### config.mk
export PLATFORM = sky130hd
export DESIGN_NAME = digital_tube_mux
export DESIGN_NICKNAME = d
export VERILOG_FILES = /design/src/rtl/digital_tube_mux.sv
export SDC_FILE = /design/constraint.sdc
export NUM_CORES = 1
export LEC_CHECK = 0
export ABC_AREA = 1
export BUFFER_PORTS_ARGS = -buffer_cell sky130_fd_sc_hd__clkbuf_2
export CAP_MARGIN = 20
export CORE_MARGIN = 10
export CORE_UTILIZATION = 55
export CTS_BUF_LIST = sky130_fd_sc_hd__clkbuf_4 sky130_fd_sc_hd__clkbuf_8
export CTS_CLUSTER_SIZE = 24
export DETAILED_ROUTE_END_ITERATION = 10
export GPL_ROUTABILITY_DRIVEN = 0
export PLACE_DENSITY_LB_ADDON = 0.15
export SLEW_MARGIN = 30
export SYNTH_ARGS = -nofsm -noshare
export SYNTH_HDL_FRONTEND = slang
export SYNTH_SLANG_ARGS = --single-unit
### constraint.sdc
create_clock -name I_sys_clk -period 1.55 [get_ports I_sys_clk]
set_input_delay 0.155 -clock I_sys_clk [delete_from_list [all_inputs] [get_ports I_sys_clk]]
set_output_delay 0.155 -clock I_sys_clk [all_outputs]
set_load 0.03 [all_outputs]
### src/rtl/digital_tube_mux.sv
// digital_tube_mux: multiplexed N-digit 7-segment driver with buffered loads, blanking, lz-suppression, PWM and dead time
module digital_tube_mux #(
  parameter int DIGITS = 4,
  parameter int CLK_FREQ_HZ = 50000000,
  parameter int SCAN_HZ = 1000,
  parameter int DEAD = 8,
  parameter int PWM_BITS = 3,
  parameter int SEL_ACTIVE_LOW = 1,
  parameter int SEG_ACTIVE_LOW = 1
) (
  input  logic                  I_sys_clk,
  input  logic                  I_rst_n,
  input  logic                  I_en,
  input  logic                  I_load,
  input  logic [4*DIGITS-1:0]   I_disp_data,
  input  logic [DIGITS-1:0]     I_dp,
  input  logic [DIGITS-1:0]     I_blank,
  input  logic                  I_lz_suppress,
  input  logic [PWM_BITS-1:0]   I_bright,
  output logic [DIGITS-1:0]     O_sel,
  output logic [7:0]            O_seg,
  output logic                  O_ack,
  output logic                  O_frame
);
  localparam int DWELL = CLK_FREQ_HZ / SCAN_HZ;
  localparam int CW = DWELL > 1 ? $clog2(DWELL) : 1;
  localparam int IW = DIGITS > 1 ? $clog2(DIGITS) : 1;
  localparam logic [CW-1:0] CNT_LAST = CW'(DWELL - 1);
  localparam logic [CW-1:0] CNT_DEAD = CW'(DEAD);
  localparam logic [IW-1:0] IDX_LAST = IW'(DIGITS - 1);
  localparam logic [DIGITS-1:0] SEL_OFF = {DIGITS{SEL_ACTIVE_LOW != 0}};
  localparam logic [7:0] SEG_OFF = {8{SEG_ACTIVE_LOW != 0}};
  localparam logic [111:0] HEX = {7'h71, 7'h79, 7'h5E, 7'h39, 7'h7C, 7'h77, 7'h6F, 7'h7F,
                                  7'h07, 7'h7D, 7'h6D, 7'h66, 7'h4F, 7'h5B, 7'h06, 7'h3F};
  logic [CW-1:0] cnt;
  logic [IW-1:0] idx;
  logic [PWM_BITS-1:0] pwm;
  logic [4*DIGITS-1:0] pend_data, act_data;
  logic [DIGITS-1:0] pend_dp, pend_blank, act_dp, act_blank, zero_up;
  logic pend_lz, act_lz, pend_v;
  logic wrap, frame_end, apply, lit;
  logic [3:0] nib;
  always_comb begin
    logic z;
    z = 1'b1;
    for (int i = DIGITS - 1; i >= 0; i--) begin
      z = z && act_data[4*i +: 4] == 4'd0;
      zero_up[i] = z;
    end
    wrap = cnt == CNT_LAST;
    frame_end = I_en && wrap && idx == IDX_LAST;
    apply = I_en ? frame_end && (pend_v || I_load) : pend_v;
    nib = act_data[4*idx +: 4];
    lit = I_en && cnt >= CNT_DEAD && !act_blank[idx] && !(act_lz && idx != '0 && zero_up[idx]) && pwm <= I_bright;
  end
  always_ff @(posedge I_sys_clk) begin
    if (!I_rst_n) begin
      cnt <= '0;
      idx <= '0;
      pwm <= '0;
      pend_data <= '0;
      pend_dp <= '0;
      pend_blank <= '0;
      pend_lz <= 1'b0;
      pend_v <= 1'b0;
      act_data <= '0;
      act_dp <= '0;
      act_blank <= '0;
      act_lz <= 1'b0;
      O_sel <= SEL_OFF;
      O_seg <= SEG_OFF;
      O_ack <= 1'b0;
      O_frame <= 1'b0;
    end else begin
      cnt <= I_en && !wrap ? cnt + 1'b1 : '0;
      idx <= !I_en ? '0 : !wrap ? idx : idx == IDX_LAST ? '0 : idx + 1'b1;
      pwm <= I_en ? pwm + 1'b1 : '0;
      O_sel <= lit ? SEL_OFF ^ (DIGITS'(1) << idx) : SEL_OFF;
      O_seg <= lit ? SEG_OFF ^ {act_dp[idx], HEX[7*nib +: 7]} : SEG_OFF;
      O_ack <= apply;
      O_frame <= frame_end;
      // a load landing on the frame boundary bypasses pending so it is acked exactly once
      if (apply) begin
        act_data <= I_en && I_load ? I_disp_data : pend_data;
        act_dp <= I_en && I_load ? I_dp : pend_dp;
        act_blank <= I_en && I_load ? I_blank : pend_blank;
        act_lz <= I_en && I_load ? I_lz_suppress : pend_lz;
      end
      if (I_load) begin
        pend_data <= I_disp_data;
        pend_dp <= I_dp;
        pend_blank <= I_blank;
        pend_lz <= I_lz_suppress;
      end
      pend_v <= (I_load && !(apply && I_en)) || (pend_v && !apply);
    end
  end
endmodule

; ---- After elaboration in Yosys (flattened, before gate mapping)
; Cells that the tools add are included.
[totals]
reg_bits = 86
output_inout_bits = 14
elab_cells = 74
[op_classes]
add_sub_neg = 3
multipliers = 1
order_cmp = 3
n_eq_ne = 2
shift = 3
mux = 12
bitwise_logic = 2
n_reduce_logical = 32
[op_table]
columns = cell, count
row1 = $shiftx A112 B8 Y7 const A, 1
row2 = $logic_and A1 B1 Y1, 17
row3 = $add A16 B1 Y16 const B, 1
row4 = $eq A16 B16 Y1 const B, 1
row5 = $ge A16 B4 Y1 const B, 1
row6 = $logic_not A4 Y1, 4
row7 = $mux W16, 1
row8 = $shiftx A16 B5 Y4, 1
row9 = $mux W4, 2
row10 = $not A8 Y8, 1
row11 = $mul A3 B4 Y7 const A, 1
row12 = $bmux W1 S2, 3
row13 = $reduce_and A2 Y1, 3
row14 = $logic_not A1 Y1, 5
row15 = $mux W1, 5
row16 = $not A4 Y4, 1
row17 = $shl A1 B2 Y4 const A, 1
row18 = $add A3 B1 Y3 const B, 1
row19 = $le A3 B3 Y1, 1
row20 = $lt A2 B3 Y1 const B, 1
row21 = $add A2 B1 Y2 const B, 1
row22 = $eq A2 B2 Y1 const B, 1
row23 = $logic_or A1 B1 Y1, 2
row24 = $mux W2, 1
row25 = $reduce_bool A2 Y1, 1

; ---- Logic depth before layout (Yosys ltp)
; Gate-level depths: netlist of run 1.
[logic_depth]
word_depth = 11
depth_mapped = 15
depth_no_buf = 13

; ---- Worst setup path before layout of run 1
; No wires, ideal clock.
[synth_path]
kind = flip-flop to flip-flop
from = register idx[0]
to = register O_seg[0]
setup_ps = 115
t_arrival_ps = 1597
path_slack_ps = -162
path_stages_with_launch = 15
n_path_buf = 2
period_less_slack_ps = 1712
path_cell_list = dfxtp_1 buf_6 inv_2 buf_4 nand2_1 nand3_1 o21ai_1 inv_1 ha_1 inv_1 nand2_1 nand3_1 nand2_1 inv_1 nand2_1
[synth_via]
elab_chain_len = 7
[synth_rtl]
columns = item, line_no
row1 = start: declaration, 36  ; logic [IW-1:0] idx;
row2 = start signal: assignment, 76  ; idx <= !I_en ? '0 : !wrap ? idx : idx == IDX_LAST ? '0 : idx + 1'b1;
row3 = "parallel branches: the longest is 7 deep, another holds $mul A3 B4 Y7", n/a
row4 = end signal: assignment, 79  ; O_seg <= lit ? SEG_OFF ^ {act_dp[idx], HEX[7*nib +: 7]} : SEG_OFF;
row5 = end: declaration, 21  ; output logic [7:0] O_seg,
; Parallel ways; which one is timed is not known. The select of a mux whose other input is x is not followed.
; A chain may end at the register's enable or synchronous reset.

; ---- Worst setup path after layout of run 1
[layout_path]
from = register idx[0]
to = register O_seg[5]
; The elaborated chain is that of the path after synthesis.

==> flow_summary.toml, run 1 <==
[worst_hold_path]
hold_class = "in -> reg"

[sta]
setup_viol = 0
fin_crit_sh = 0.993
setup_slack_ns = 0.0106
fmax_mhz = 650
timing.final.max_slew_violations = 0
rsz0062_at_grt = "true"
skew_ns = 0.0118
finalSetupTns_ns = 0
worst_pin_slew_ns = 0.526
slew_headroom = 0.649
final.min_clock_period_ns = 1.54
hold_viol = 0

[run_status]
status = "completed"

[setup_path]
required_ns = 1.81
crit_slowest_cell = "dfxtp_4"
crit_top_cell = "nor2_1"
start_kind = "flop"
critPathMaxFanout = 8
cp_num_buf_inv = 3
worstPathArrival_ns = 1.79
cpLargestDelayFamily = "simple AND/OR/NAND/NOR gates"
slowest_delay_ns = 0.40
criticalPathCategory = "reg -> reg"
cp_cell_sequence = "buf_6 > nand2_2 > nand2_2 > o21ai_4 > buf_6 > ha_4 > inv_1 > nor2_1 > nor2_1 > nor2_1 > nand2_1"
critPathCaptureType = "flop"

[placement]
dp_hpwl_um = 6970
dp_cells = 777
dp_slack_ns = -0.0826
port-buffer-count = 45

[job]
cap_viol_max_count = 0

[power]
power_switching_w = 0.00121
p_per_area_nw_per_um2 = 904
pwr-share-clk = 0.376
cellInternalPower_w = 0.00350
combinationalPowerShare = 0.126
peakVddDrop_uv = 580
power_frac_seq = 0.498
power_switching_share = 0.257
p_leak_nw = 2.45

[clock_network]
clkTransAtPathRegs_ns = 0.09
cts_buffers = 9
clock_sinks = 86
cts-root-buf = "clkbuf_8"
clock_tree.htree_level_count = 3
cts_hold_buf = 0
worstSkewPairLatency_ns = 0.36
clockBufferDepth = 2
cts_tree = "done"

[finish]
multi_input_area_sq_um = 2310
ff_latch_area_sq_um = 1730
syn2layout_area_growth_pct = 18.7
fill_cells = 696
drive_above_1_share = 0.226
layout.nets = 741
fin_util = 0.671
antenna_cells = 0
fin_cells = 801

[synthesis]
yosysUniqueCellTypes = 31
ys_seq_elements = 86
syn_inst = 636
synth-seq-area-share = 0.392
syn_area_sq_um = 4390
syn_avg_cell_area_sq_um = 6.91
ys.flop_type = "dfxtp_1"
syn_nets = 683
postSynth.asyncResetShare = 0
yosys_warnings = 0
synth_edf_count = 0

[floorplan]
io_pins = 46
start_util = 0.566
num_rows = 32
die_x_um = 109
dieHeight_um = 109
core_sq_um = 7770
die-area_sq_um = 12000

[grt]
grt_pass1_wl_um = 15900
grt_max_degree = 53
grt_overflow = 0
antenna_found_initial = 0
track_usage = 0.160
grt_pass1_vias = 3644

[route]
drtIter0Drc = 144
dr.pass1.iters = 7
wl_per_cell_um = 12.1
viasPerCell = 4.94
drc_errors = 0
vias = 3954
final_antenna_net_count = 0
routed_wl_um = 9680
-- flip-flops by register name, summed over array words and instances, names as in the netlist --
register and count:
act_data 16, cnt 16, pend_data 16, O_seg 8, O_sel 4, act_blank 4
act_dp 4, pend_blank 4, pend_dp 4, pwm 3, idx 2, O_ack 1
O_frame 1, act_lz 1, pend_lz 1, pend_v 1
-- path summary, 6_finish.rpt --
path	start	cells after the start	slack [ns]	end
worst min register to register	pend_data[11]	2	0.46	pend_data[11]
worst max register to register	idx[0]	11	0.01	O_seg[5]
worst max-delay path	idx[0]	11	0.01	O_seg[5]
worst min-delay path	I_blank[0]	3	0.02	pend_blank[0]
-- cells in the mapped netlist (2+ instances only) --
cell      instances  area (sq um)
nand2_1         138           518
nor2_1           89           334
inv_1            87           327
dfxtp_1          86          1720
o21ai_0          60           300
a21oi_1          40           200
nand3_1          35           175
ha_1             15           188
clkbuf_1         11          41.3
nand3_2          10           100
nor3_1            9          45.0
buf_6             8          90.1
nand2_2           6          37.5
nor2_2            6          37.5
buf_4             5          37.5
buf_2             4          20.0
inv_2             3          11.3
nand4_1           3          18.8
nor3b_1           3          22.5
o21ai_1           3          15.0
xor2_1            3          26.3
nor2_4            2          22.5
o211ai_1          2          15.0
-- metrics by stage --
step                      power, W  cell area, sq um  hold slack (ns)
after global placement     0.00292              4750            0.396
after CTS                  0.00469              4990           0.0175
after floorplan            0.00280              4410            0.303
final                      0.00471              5220           0.0215
after global routing       0.00492              5220           0.0280
after detailed placement   0.00294              4750            0.402
-- worst min-delay path, delay by kind of cell --
family / cells / cell delay (ns)
AO/OA/AOI/OAI: 1 / 0.06
buffers and inverters: 2 / 0.13
-- cells by family (layout without fill, tap and decap cells) --
logic type,count (synthesis),in the layout,synth area share
AOI/OAI and AO/OA,107,107,0.124
xor gates and xnor gates,4,4,0.00798
adders and majority gates,15,15,0.0427
buffers and inverters,118,180,0.120
DFF,86,86,0.392
and+or+nand+nor,306,307,0.314
-- final cells by class --
class,instances,share of cell area
multi-input combinational,433,0.444
clock buffer,11,0.0278
timing repair buffer,74,0.0895
clock inverter,5,0.0158
inverter,90,0.0662
tap,102,0.0245
sequential,86,0.332
-- power by group through the flow --
stage	clock, W	sequential, W	combinational [W]
after CTS	0.00180	0.00235	0.000540
after detailed placement	0	0.00241	0.000535
after global routing	0.00188	0.00236	0.000688
after global placement	0	0.00240	0.000522
final	0.00177	0.00235	0.000594
after floorplan	0	0.00239	0.000410
-- placed cells by master, fill, tap and decap left out, drive strengths merged, types with 10 or more instances in the layout --
master  Yosys  routed
buf        17      29
nand2     145     145
clkbuf     11      56
inv        90      90
o21ai      63      63
a21oi      40      40
nand3      46      46
nor3       10      10
ha         15      15
dfxtp      86      86
nor2       97      98
-- per-layer routing --
layer / global-route usage / part of all wire / vias up
met5: 0 / 0 / -
met4: 0.0632 / 0.018 / 0
met3: 0.0339 / 0.043 / 14
met2: 0.257 / 0.46 / 65
met1: 0.205 / 0.48 / 1763
li1: - / - / 2112
-- what timing repair did --
action	CTS	global route
gates cloned	0	1
pin swaps	1	16
endpoints found under the hold margin	0	0
gates resized for setup	4	44
endpoints found under the setup margin	12	42
buffers inserted	0	7
Note: power is estimated with default switching activity, not from simulation.
==> inputs of run 2 (changes only) <==
--- a/config.mk
+++ b/config.mk
@@ -8,6 +8,7 @@
 export ABC_AREA = 1
 export BUFFER_PORTS_ARGS = -buffer_cell sky130_fd_sc_hd__clkbuf_2
 export CAP_MARGIN = 20
+export CORE_ASPECT_RATIO = 1.2
 export CORE_MARGIN = 10
 export CORE_UTILIZATION = 55
 export CTS_BUF_LIST = sky130_fd_sc_hd__clkbuf_4 sky130_fd_sc_hd__clkbuf_8
==> run 2 against run 1 <==
  * The flow now finishes with violations (negative setup slack)
  * Final cell count shrank 0.75%
  * First-iteration DRC count grew 6.3%
  * Critical endpoint is now O_seg[3]
  * Global-route usage shrank 0.47 points
  * Register-to-register slack lost 0.02 ns
  * Non-clock buffer count grew 3
  * Worst setup slack lost 0.020 ns
  * Clock skew grew 0.0017 ns
  * Clock power shrank 15%
  * Critical path depth grew 2
==> flow_summary.toml, run 2 (synthesis results as in run 1) <==
[run_status]
status = "finished, violations left"
violations = "negative setup slack"

[grt]
antenna_found_initial = 0
grt_pass1_vias = 3597
track_usage = 0.155
grt_max_degree = 53
grt_overflow = 0
grt_pass1_wl_um = 15600

[sta]
rsz0062_at_grt = "true"
setup_viol = 1
final.min_clock_period_ns = 1.56
skew_ns = 0.0135
finalSetupTns_ns = -0.00938
fin_crit_sh = 1.01
setup_slack_ns = -0.00938
timing.final.max_slew_violations = 0
worst_pin_slew_ns = 0.534
hold_viol = 0
fmax_mhz = 641
slew_headroom = 0.644

[route]
final_antenna_net_count = 0
routed_wl_um = 9650
viasPerCell = 4.95
vias = 3938
wl_per_cell_um = 12.1
drtIter0Drc = 153
dr.pass1.iters = 4
drc_errors = 0

[finish]
fin_area_sq_um = 5230
syn2layout_area_growth_pct = 19.1
fin_cells = 795
antenna_cells = 0
layout_commonest_cell = "nand2_1"
largestRegisters = "act_data (16), cnt (16), pend_data (16)"
final_cell_mix = "nand2_1 (129), inv_1 (82), nor2_1 (82)"
layout.nets = 745
fin_util = 0.675
drive_above_1_share = 0.239

[floorplan]
dieHeight_um = 118
die-area_sq_um = 12000
start_util = 0.567
die_x_um = 102
io_pins = 46
num_rows = 35
core_sq_um = 7750

[clock_network]
clock_tree.htree_level_count = 3
clkTransAtPathRegs_ns = 0.09
clock_sinks = 86
cts-root-buf = "clkbuf_8"
cts_tree = "done"
clockBufferDepth = 2
cts_buffers = 9
worstSkewPairLatency_ns = 0.36

[worst_hold_path]
hold_class = "in -> reg"

[power]
combinationalPowerShare = 0.134
pwr-share-clk = 0.339
p_per_area_nw_per_um2 = 852
peakVddDrop_uv = 558
cellInternalPower_w = 0.00319
power_switching_w = 0.00127
power_switching_share = 0.285
p_leak_nw = 2.44
power_frac_seq = 0.527

[placement]
port-buffer-count = 45
dp_cells = 770
dp_slack_ns = -0.0752
dp_hpwl_um = 6860
placedInstanceArea_sq_um = 4760

[setup_path]
r2r-start = "idx[0]"
cp_cell_sequence = "inv_6 > nand2_2 > nand2_1 > nand2_2 > nand2_4 > buf_4 > ha_1 > nand2_1 > o21ai_0 > nand2_1 > nand2_1 > inv_1 > nand2_1"
rrSetupSlack_ns = -0.009
cp-endpoint = "O_seg[3]"
critPathMaxFanout = 8
slowest_delay_ns = 0.42
crit_top_cell = "nand2_1"
startpoint = "idx[0]"
start_kind = "flop"
critPathCaptureType = "flop"
criticalPathCategory = "reg -> reg"
crit_slowest_cell = "dfxtp_4"
required_ns = 1.81
reg2reg_to = "O_seg[3]"
rr_worst_depth = 13
worstPathArrival_ns = 1.82

[job]
cap_viol_max_count = 0
-- run 2: worst min path at each step --
| stage | from | end | slack [ns] | cells past startpoint |
|---|---|---|---|---|
| CTS | I_lz_suppress | pend_lz | 0.01 | 3 |
| global placement | I_dp[1] | pend_dp[1] | 0.40 | 3 |
| floorplan | I_blank[0] | pend_blank[0] | 0.30 | 2 |
| finish | I_lz_suppress | pend_lz | 0.03 | 3 |
| detailed placement | I_lz_suppress | pend_lz | 0.40 | 3 |
| global route | I_lz_suppress | pend_lz | 0.02 | 3 |
-- run 2: final cells by class --
class | count | area [sq um]
inverters | 90 | 345
flip-flops and latches | 86 | 1740
fillers | 690 | 2520
clock buffers | 10 | 138
repair buffers | 77 | 482
well taps | 92 | 115
clock inverters | 6 | 52.6
multi-input cells | 434 | 2360
-- run 2: power groups by stage --
stage                     registers (W)  logic, W  clock network (W)
final                           0.00235  0.000599            0.00151
after global routing            0.00236  0.000689            0.00165
after CTS                       0.00235  0.000540            0.00155
after detailed placement        0.00240  0.000534                  0
after global placement          0.00240  0.000525                  0
after floorplan                 0.00239  0.000410                  0
-- run 2: through the flow --
| stage | power (W) | hold WS, ns |
|---|---|---|
| floorplan | 0.00280 | 0.303 |
| global placement | 0.00293 | 0.397 |
| CTS | 0.00443 | 0.0135 |
| global route | 0.00470 | 0.0157 |
| detailed placement | 0.00294 | 0.403 |
| finish | 0.00446 | 0.0256 |
-- run 2: metal layers --
metal / vias up / track usage / part of all wire / wire (um)
met5: - / 0 / 0 / 0
met4: 0 / 0.0520 / 0.013 / 125
met3: 12 / 0.0399 / 0.045 / 433
met2: 70 / 0.246 / 0.48 / 4640
met1: 1737 / 0.198 / 0.46 / 4450
li1: 2119 / - / - / -
-- run 2: worst max-delay path, delay by kind of cell (launching register included) --
kind / cells / cell delay, ns
AO/OA/AOI/OAI: 1 / 0.10
AND/OR/NAND/NOR: 8 / 0.51
buffers and inverters: 3 / 0.25
adder cells (fa/ha/maj): 1 / 0.18
flip-flops: 1 / 0.42
-- run 2: repair_timing --
action,4_1_cts,5_1_grt
gates cloned,0,2
pin swaps,0,9
setup endpoints to repair,25,53
buffers inserted,1,6
gates resized for setup,6,49
hold buffers,0,0
